===== src/rtl/stopwatch_controller.sv =====
// Stopwatch core: conditions the start/clear/lap buttons, sequences IDLE/RUN/PAUSE
// and keeps a 4-digit BCD SS.hh count with a frozen lap view and a sticky overflow.
module stopwatch_controller #(
    parameter int CLK_HZ    = 100_000_000,
    parameter int TICK_HZ   = 100,
    parameter int DB_CYCLES = 1_000_000
) (
    input  logic        clk,
    input  logic        rst_n,
    input  logic        btn_start,
    input  logic        btn_clear,
    input  logic        btn_lap,
    output logic [15:0] digits,
    output logic        running,
    output logic        lap_active,
    output logic        overflow
);

    localparam int DIV = CLK_HZ / TICK_HZ;
    localparam int PW  = $clog2(DIV);
    localparam int DW  = $clog2(DB_CYCLES + 1);
    localparam logic [PW-1:0] PRESC_MAX = PW'(DIV - 1);
    localparam logic [DW-1:0] DB_MAX    = DW'(DB_CYCLES - 1);

    typedef enum logic [1:0] {
        IDLE  = 2'd0,
        RUN   = 2'd1,
        PAUSE = 2'd2
    } state_t;

    logic [2:0]    raw;
    logic [2:0]    sync1;
    logic [2:0]    sync2;
    logic [2:0]    db_level;
    logic [2:0]    edge_q;
    logic [2:0]    armed;
    logic [1:0]    primed;
    logic [DW-1:0] db_cnt [3];
    logic [2:0]    pulse;
    logic          start_p;
    logic          clear_p;
    logic          lap_p;

    assign raw = {btn_lap, btn_clear, btn_start};

    // A button only arms once it has been seen released after reset, so a key
    // held through reset release cannot fire until it is pressed again.
    always_ff @(posedge clk or negedge rst_n) begin
        if (!rst_n) begin
            sync1    <= '0;
            sync2    <= '0;
            db_level <= '0;
            edge_q   <= '0;
            armed    <= '0;
            primed   <= '0;
            for (int i = 0; i < 3; i++) begin
                db_cnt[i] <= '0;
            end
        end else begin
            sync1  <= raw;
            sync2  <= sync1;
            edge_q <= db_level;
            primed <= {primed[0], 1'b1};
            for (int i = 0; i < 3; i++) begin
                armed[i] <= armed[i] | (primed[1] & ~sync2[i]);
                if (sync2[i] != db_level[i]) begin
                    if (db_cnt[i] == DB_MAX) begin
                        db_level[i] <= ~db_level[i];
                        db_cnt[i]   <= '0;
                    end else begin
                        db_cnt[i] <= db_cnt[i] + DW'(1);
                    end
                end else begin
                    db_cnt[i] <= '0;
                end
            end
        end
    end

    assign pulse   = db_level & ~edge_q & armed;
    assign start_p = pulse[0];
    assign clear_p = pulse[1];
    assign lap_p   = pulse[2];

    function automatic logic [15:0] bcd_inc(input logic [15:0] v);
        logic [15:0] r;
        logic        carry;
        r     = v;
        carry = 1'b1;
        for (int d = 0; d < 4; d++) begin
            if (carry) begin
                if (v[d*4 +: 4] >= 4'd9) begin
                    r[d*4 +: 4] = 4'd0;
                end else begin
                    r[d*4 +: 4] = v[d*4 +: 4] + 4'd1;
                    carry       = 1'b0;
                end
            end
        end
        return r;
    endfunction

    state_t        state;
    state_t        state_next;
    logic [PW-1:0] presc;
    logic [PW-1:0] presc_next;
    logic [15:0]   count;
    logic [15:0]   count_next;
    logic [15:0]   snapshot;
    logic [15:0]   snap_next;
    logic          lap_next;
    logic          ovf_next;
    logic          tick;

    assign tick = (state == RUN) && (presc == PRESC_MAX);

    always_comb begin
        state_next = state;
        presc_next = presc;
        count_next = count;
        snap_next  = snapshot;
        lap_next   = lap_active;
        ovf_next   = overflow;
        if (tick) begin
            count_next = bcd_inc(count);
            if (count == 16'h9999) begin
                ovf_next = 1'b1;
            end
        end
        case (state)
            IDLE: begin
                if (start_p) begin
                    state_next = RUN;
                    presc_next = '0;
                end
            end
            RUN: begin
                presc_next = tick ? '0 : presc + PW'(1);
                if (start_p) begin
                    state_next = PAUSE;
                end
                // Snapshot takes the pre-edge count even when a tick lands on the same edge.
                if (lap_p) begin
                    lap_next = ~lap_active;
                    if (!lap_active) begin
                        snap_next = count;
                    end
                end
            end
            PAUSE: begin
                if (clear_p) begin
                    state_next = IDLE;
                    presc_next = '0;
                    count_next = '0;
                    lap_next   = 1'b0;
                    ovf_next   = 1'b0;
                end else begin
                    if (start_p) begin
                        state_next = RUN;
                    end
                    if (lap_p) begin
                        lap_next = 1'b0;
                    end
                end
            end
            default: begin
                state_next = IDLE;
            end
        endcase
    end

    always_ff @(posedge clk or negedge rst_n) begin
        if (!rst_n) begin
            state      <= IDLE;
            presc      <= '0;
            count      <= '0;
            snapshot   <= '0;
            lap_active <= 1'b0;
            overflow   <= 1'b0;
            digits     <= '0;
            running    <= 1'b0;
        end else begin
            state      <= state_next;
            presc      <= presc_next;
            count      <= count_next;
            snapshot   <= snap_next;
            lap_active <= lap_next;
            overflow   <= ovf_next;
            digits     <= lap_active ? snapshot : count;
            running    <= (state_next == RUN);
        end
    end

endmodule

===== config.mk =====
export PLATFORM = sky130hd
export DESIGN_NAME = stopwatch_controller
export DESIGN_NICKNAME = d
export VERILOG_FILES = /design/src/rtl/stopwatch_controller.sv
export SDC_FILE = /design/constraint.sdc
export NUM_CORES = 1
export LEC_CHECK = 0
export CAP_MARGIN = 20
export CORE_UTILIZATION = 45
export DETAILED_ROUTE_END_ITERATION = 10
export GPL_TIMING_DRIVEN = 0
export HOLD_SLACK_MARGIN = 0.05
export SETUP_SLACK_MARGIN = 0.02
export SKIP_LAST_GASP = 1
export SLEW_MARGIN = 10
export SYNTH_ARGS = -nofsm -noshare
export SYNTH_HDL_FRONTEND = slang
export SYNTH_SLANG_ARGS = --single-unit

===== constraint.sdc =====
create_clock -name clk -period 3.4 [get_ports clk]
set_input_delay 0.51 -clock clk [delete_from_list [all_inputs] [get_ports clk]]
set_output_delay 0.51 -clock clk [all_outputs]
set_load 0.02 [all_outputs]

# Word-level counts from Yosys, hierarchy flattened
# Cells that the tools add are included.
[totals]
word_cells = 113
ff_bits = 150
[classes]
reduce_logical = 10
n_eq_ne = 15
n_addsub = 8
n_bitwise = 16
muxes = 41
order_cmp = 4
[ops]
columns = ["operator", "count"]
rows = [
  ["2-to-1 mux 20 bit", 9],
  ["adder 20 x 1 -> 20 bit (second input constant)", 4],
  ["== test 20 bit (second input constant)", 4],
  ["2-to-1 mux 16 bit", 4],
  ["case mux 20 bit (3 select lines)", 1],
  ["2-to-1 mux 4 bit", 7],
  ["adder 4 x 1 -> 4 bit (second input constant)", 4],
  ["== test 16 bit (second input constant)", 1],
  ["greater-or-equal comparator 4 bit (second input constant)", 4],
  ["2-to-1 mux 1 bit", 15],
  ["AND reduction 2 bit", 4],
  ["inverter 1 bit", 7],
  ["bitwise AND 3 bit", 2],
  ["2-to-1 mux 2 bit", 3],
  ["inequality test 2 bit (second input constant)", 3],
  ["case mux 2 bit (3 select lines)", 1],
  ["AND reduction 3 bit", 2],
  ["== test 2 x 1 -> 1 bit (second input constant)", 2],
  ["bitwise AND 1 bit", 3],
  ["inequality test 1 bit", 3],
  ["inequality test 3 bit (second input constant)", 1],
  ["inverter 3 bit", 1],
  ["OR 1 bit", 3],
  ["nonzero test 3 bit", 1],
  ["other kinds (5)", 5],
]

# Logic depth before layout (Yosys ltp)
[logic_depth]
ltp_word = 11
mapped_depth = 8

# Least setup slack after synthesis
# No wires, ideal clock.
[synth_timing]
path_kind = "reg-to-reg"
start = "register count[0]"
end = "register count[7]"
stages_incl_launch_ff = 9
slack_ns = 1.615
t_arrival_ns = 1.699
path_cell_list = "dfrtp_1 > inv_1 > ha_1 > or3b_2 > nand3_1 > nand3b_1 > buf_2 > nor2_1 > nor3_1"
[synth_between]
elab_chain_len = 7
[synth_lines]
columns = ["element", "line", "source"]
rows = [
  ["from (decl)", "107", "logic [15:0] count;"],
  ["from (signal assigned)", "185", "count <= count_next;"],
  ["greater-or-equal comparator 4 bit *", "92", "if (v[d*4 +: 4] >= 4'd9) begin"],
  ["2-to-1 mux 1 bit *", "92", ""],
  ["2-to-1 mux 1 bit *", "124", "if (tick) begin"],
  ["2-to-1 mux 4 bit *", "91", "if (carry) begin"],
  ["2-to-1 mux 16 bit *", "124", ""],
  ["2-to-1 mux 16 bit", "151", "if (clear_p) begin"],
  ["2-to-1 mux 16 bit *", "130", "case (state)"],
  ["named net count_next[7]", "108", "logic [15:0] count_next;"],
]
# Mark *: on every way through the listed nets, which the timed path passes. The rest lies on a longest branch. The select of a mux whose other input is x is not followed.
# A chain may end at the register's enable or synchronous reset.

# Worst setup path in the final report
[layout_timing]
start = "register db_cnt[20] in the netlist's numbering"
end = "register db_cnt[37] in the netlist's numbering"
[layout_between]
elab_chain_len = 3
elab_cells_between_ends = 4
cone_classes = "add/sub: 1; eq/ne: 1; mux: 2"
[layout_lines]
columns = ["element", "line", "source"]
rows = [
  ["from (decl)", "38", "logic [DW-1:0] db_cnt [3];"],
  ["from (signal, indexed assignment)", "71", "db_cnt[i] <= db_cnt[i] + DW'(1);"],
  ["adder 20 x 1 -> 20 bit or == test 20 bit (tied branches)", "71, 67", ""],
  ["2-to-1 mux 20 bit *", "67", "if (db_cnt[i] == DB_MAX) begin"],
  ["2-to-1 mux 20 bit *", "66", "if (sync2[i] != db_level[i]) begin"],
]
# Mark *: on every way between the ends. The rest lies on a longest branch, timed or not.

==> metrics.md <==
| Metric | Value |
|---|---|
| FP Rows | `45` |
| Max VDD drop | `0.340 mV` |
| Grt total ovfl | `0` |
| Initial antenna violation count | `0` |
| Mapped cell area | `7000 sq um` |
| Post-DRT Antenna Nets | `0` |
| Max-cap check violation count | `0` |
| Synth cell types | `60` |
| Worst Reg-to-Reg Cells | `7` |
| Power per Cell Area | `483 nW/um^2` |
| Number of synthesis warnings | `0` |
| Lkg Pwr | `3.66 nW` |
| Clock Latency Late Sink | `0.42 ns` |
| CP Data Arrival Time | `2.41 ns` |
| Overall Global Routing Usage | `0.188` |
| Core Region | `15200 sq um` |
| Worst Min Path Start | `sync1[0]` |
| Relative slew slack | `0.453` |
| Grt peak-use layer | `met2` |
| Critical R2R Capture | `db_cnt[37]` |
| Status | `completed` |
| GR Layer Usage met3 | `0.0464` |
| Critical path type | `reg -> reg` |
| Clock sink count | `150` |
| Placed cells | `873` |
| Setup crit start kind | `flop` |
| Endpoints failing setup | `0` |
| Layout Skew | `0.00617 ns` |
| Post-synth EDFFs | `0` |
| Initial Util | `0.461` |
| Syn_area_per_cell | `10.6 sq um` |
| WHS Path Cells | `0` |
| Vias in the first global route | `5027` |
| Util after Layout | `0.537` |
| DIE WIDTH | `127 um` |
| Nets@finish | `726` |
| Worst endpoint required time | `3.69 ns` |
| Worst-margin pin slew | `0.821 ns` |
| Register Area | `3750 sq um` |
| HPWL Detailed | `9.07 mm` |
| Clock Pin Slew Worst Setup and Hold Paths | `0.06 ns` |
| Hold Path Sink | `sync2[0]` |
| Buffers from clock root to sink, at most | `2` |
| Post-synthesis sequential area ratio | `0.536` |
| Max-slew violations | `0` |
| Final worst path period share | `0.622` |
| Residual DRC | `0` |
| FFs w/ async S/R, synth | `1.00` |
| Routing usage on met1 | `0.236` |
| CTS tree | `yes` |
| Drt wl/cell | `14.6 um` |
| R2r setup slk | `1.29 ns` |
| Filler cells | `1303` |
| Antenna diode instance count | `0` |
| Count of final hold-check violations | `0` |
| Final setup margin | `1.29 ns` |
| Final wirelength | `13.2 mm` |
| Synth Flop Type | `dfrtp_1` |
| Largest net degree at the start of global routing | `85` |
| Post-CTS sizing | `0` |
| CTS Buf Count | `17` |
| Ratio of cells with drive above 1 in the final layout | `0.120` |
| GP Congestion | `0.858` |
| Port bufs | `23` |
| Synth-to-Final Area Change | `16.6%` |
| Cells after Synth | `661` |
| # H-tree levels | `4` |
| R2R Path Start | `db_cnt[20]` |
| Vias per inst | `5.32` |
| Vias | `4820` |
| Die area | `16100 sq um` |
| Crit. End Element | `flop` |
| Post-synth net total | `682` |
| Area of the multi-input gates | `3100 sq um` |
| Yosys reg bits | `150` |
| 1st-pass router iterations | `7` |
| Top fanout value on the critical path | `10` |
| Met2 GRT Util | `0.312` |
| Min-Delay Path Class | `reg -> reg` |
| First-pass GRT wire length | `23.9 mm` |
| Detailed Route Iter0 Violations | `250` |
| Min cycle time layout | `2.11 ns` |
| Max frequency | `473 MHz` |
| I/O Pins | `24` |
| Unrepaired setup endpoints after global routing | `no` |
| Die Y | `127 um` |
| DP Worst Slack | `1.26 ns` |
| Root Buffer | `clkbuf_16` |
| Final Instance Count excl. Fillers | `906` |
[cell usage after synthesis, drive strengths merged (8+ instances only)]
cell type | count | area share
a21oi | 8 | 0.0063
mux2 | 27 | 0.043
xnor2 | 31 | 0.039
nand2 | 54 | 0.029
nand4 | 18 | 0.020
xor2 | 40 | 0.050
nand3 | 44 | 0.031
clkbuf | 10 | 0.0055
nor2 | 106 | 0.058
inv | 21 | 0.011
and3 | 11 | 0.0098
ha | 16 | 0.029
nor3 | 13 | 0.010
nor4 | 10 | 0.0098
o21ai | 18 | 0.013
dfrtp | 150 | 0.54
[where the power goes]
part	switching (W)	internal, W
registers	0.0000106	0.00180
clock network	0.000723	0.00134
logic	0.0000538	0.0000196
[timing repair]
item	CTS	global route
buffers inserted	0	0
hold buffers	1	0
hold endpoints to repair	22	0
[critical path, stage by stage, from the launching register on]
cell and delay (ns):
dfrtp_1 0.39, ha_1 0.20, nand3_1 0.15, nor2_1 0.22, nand4_1 0.19, nand2_1 0.33, clkbuf_1 0.40, nor2_1 0.10
[worst max-delay path by stage]
stage	to	start	cells after the start	slack, ns
after floorplan	count[7]	count[0]	8	1.61
after global placement	db_cnt[40]	rst_n	1	-4.11
after detailed placement	db_cnt[37]	db_cnt[20]	7	1.26
after CTS	db_cnt[37]	db_cnt[20]	7	1.26
after global routing	count[8]	presc[9]	5	1.05
final	db_cnt[37]	db_cnt[20]	7	1.29
[state kept, by name, summed over array words and instances, names as in the netlist, 16 cells and up]
register / count
db_cnt: 60
digits: 16
snapshot: 16
count: 16
presc: 20
[cells by family (layout without fill, tap and decap cells)]
kind of cell             count (synthesis)  count (layout)  share of synthesized area
AND/OR/NAND/NOR                        304             304                      0.227
flip-flops                             150             150                      0.536
XOR/XNOR                                71              71                     0.0888
AO/OA/AOI/OAI                           51              51                     0.0490
buffers and inverters                   38              95                     0.0218
multiplexers                            30              30                     0.0477
adder cells (fa/ha/maj)                 16              16                     0.0286
other                                    1               1                   0.000536
[cells in the final DEF, fill, tap and decap left out, types with 5 or more instances in the layout]
cell type	netlist	final
nand4b_1	5	5
xnor2_1	31	31
o21ai_0	18	18
a21oi_1	7	7
dfrtp_1	150	150
nor4_1	9	9
nand2_1	54	54
nand4_1	16	16
inv_1	21	21
xor2_1	40	40
and4_1	5	5
nand2b_1	6	6
nand3_1	44	44
clkdlybuf4s50_1	0	22
nand3b_1	5	5
bufinv_16	0	5
nor3_1	12	12
mux2_2	26	26
and3_1	11	11
ha_1	16	16
buf_2	7	7
nor2_1	104	104
clkbuf_16	0	17
clkbuf_1	9	10
[stage by stage]
| stage | hold WS, ns | TNS (ns) | cell area (sq um) | power, W |
|---|---|---|---|---|
| 2_1_floorplan | 0.214 | 0 | 7000 | 0.00186 |
| 3_3_place_gp | 0.333 | -614.27 | 7470 | 0.00191 |
| 3_5_place_dp | 0.335 | 0 | 7500 | 0.00192 |
| 4_1_cts | 0.349 | 0 | 8170 | 0.00400 |
| 5_1_grt | 0.365 | 0 | 8170 | 0.00410 |
| 6_report | 0.348 | 0 | 8170 | 0.00395 |
[routing by layer]
metal	vias up	part of all wire
met4	0	0.014
met5	-	0
met1	2392	0.47
li1	2366	-
met3	14	0.028
met2	48	0.49
[cell type report]
class	instances	share of cell area
buffer	17	0.00904
clock buffer	20	0.0559
timing repair buffer	25	0.0334
sequential	150	0.460
multi-input combinational	473	0.379
tap	188	0.0288
inverter	21	0.00965
clock inverter	12	0.0244
(Power assumes the default switching activity.)
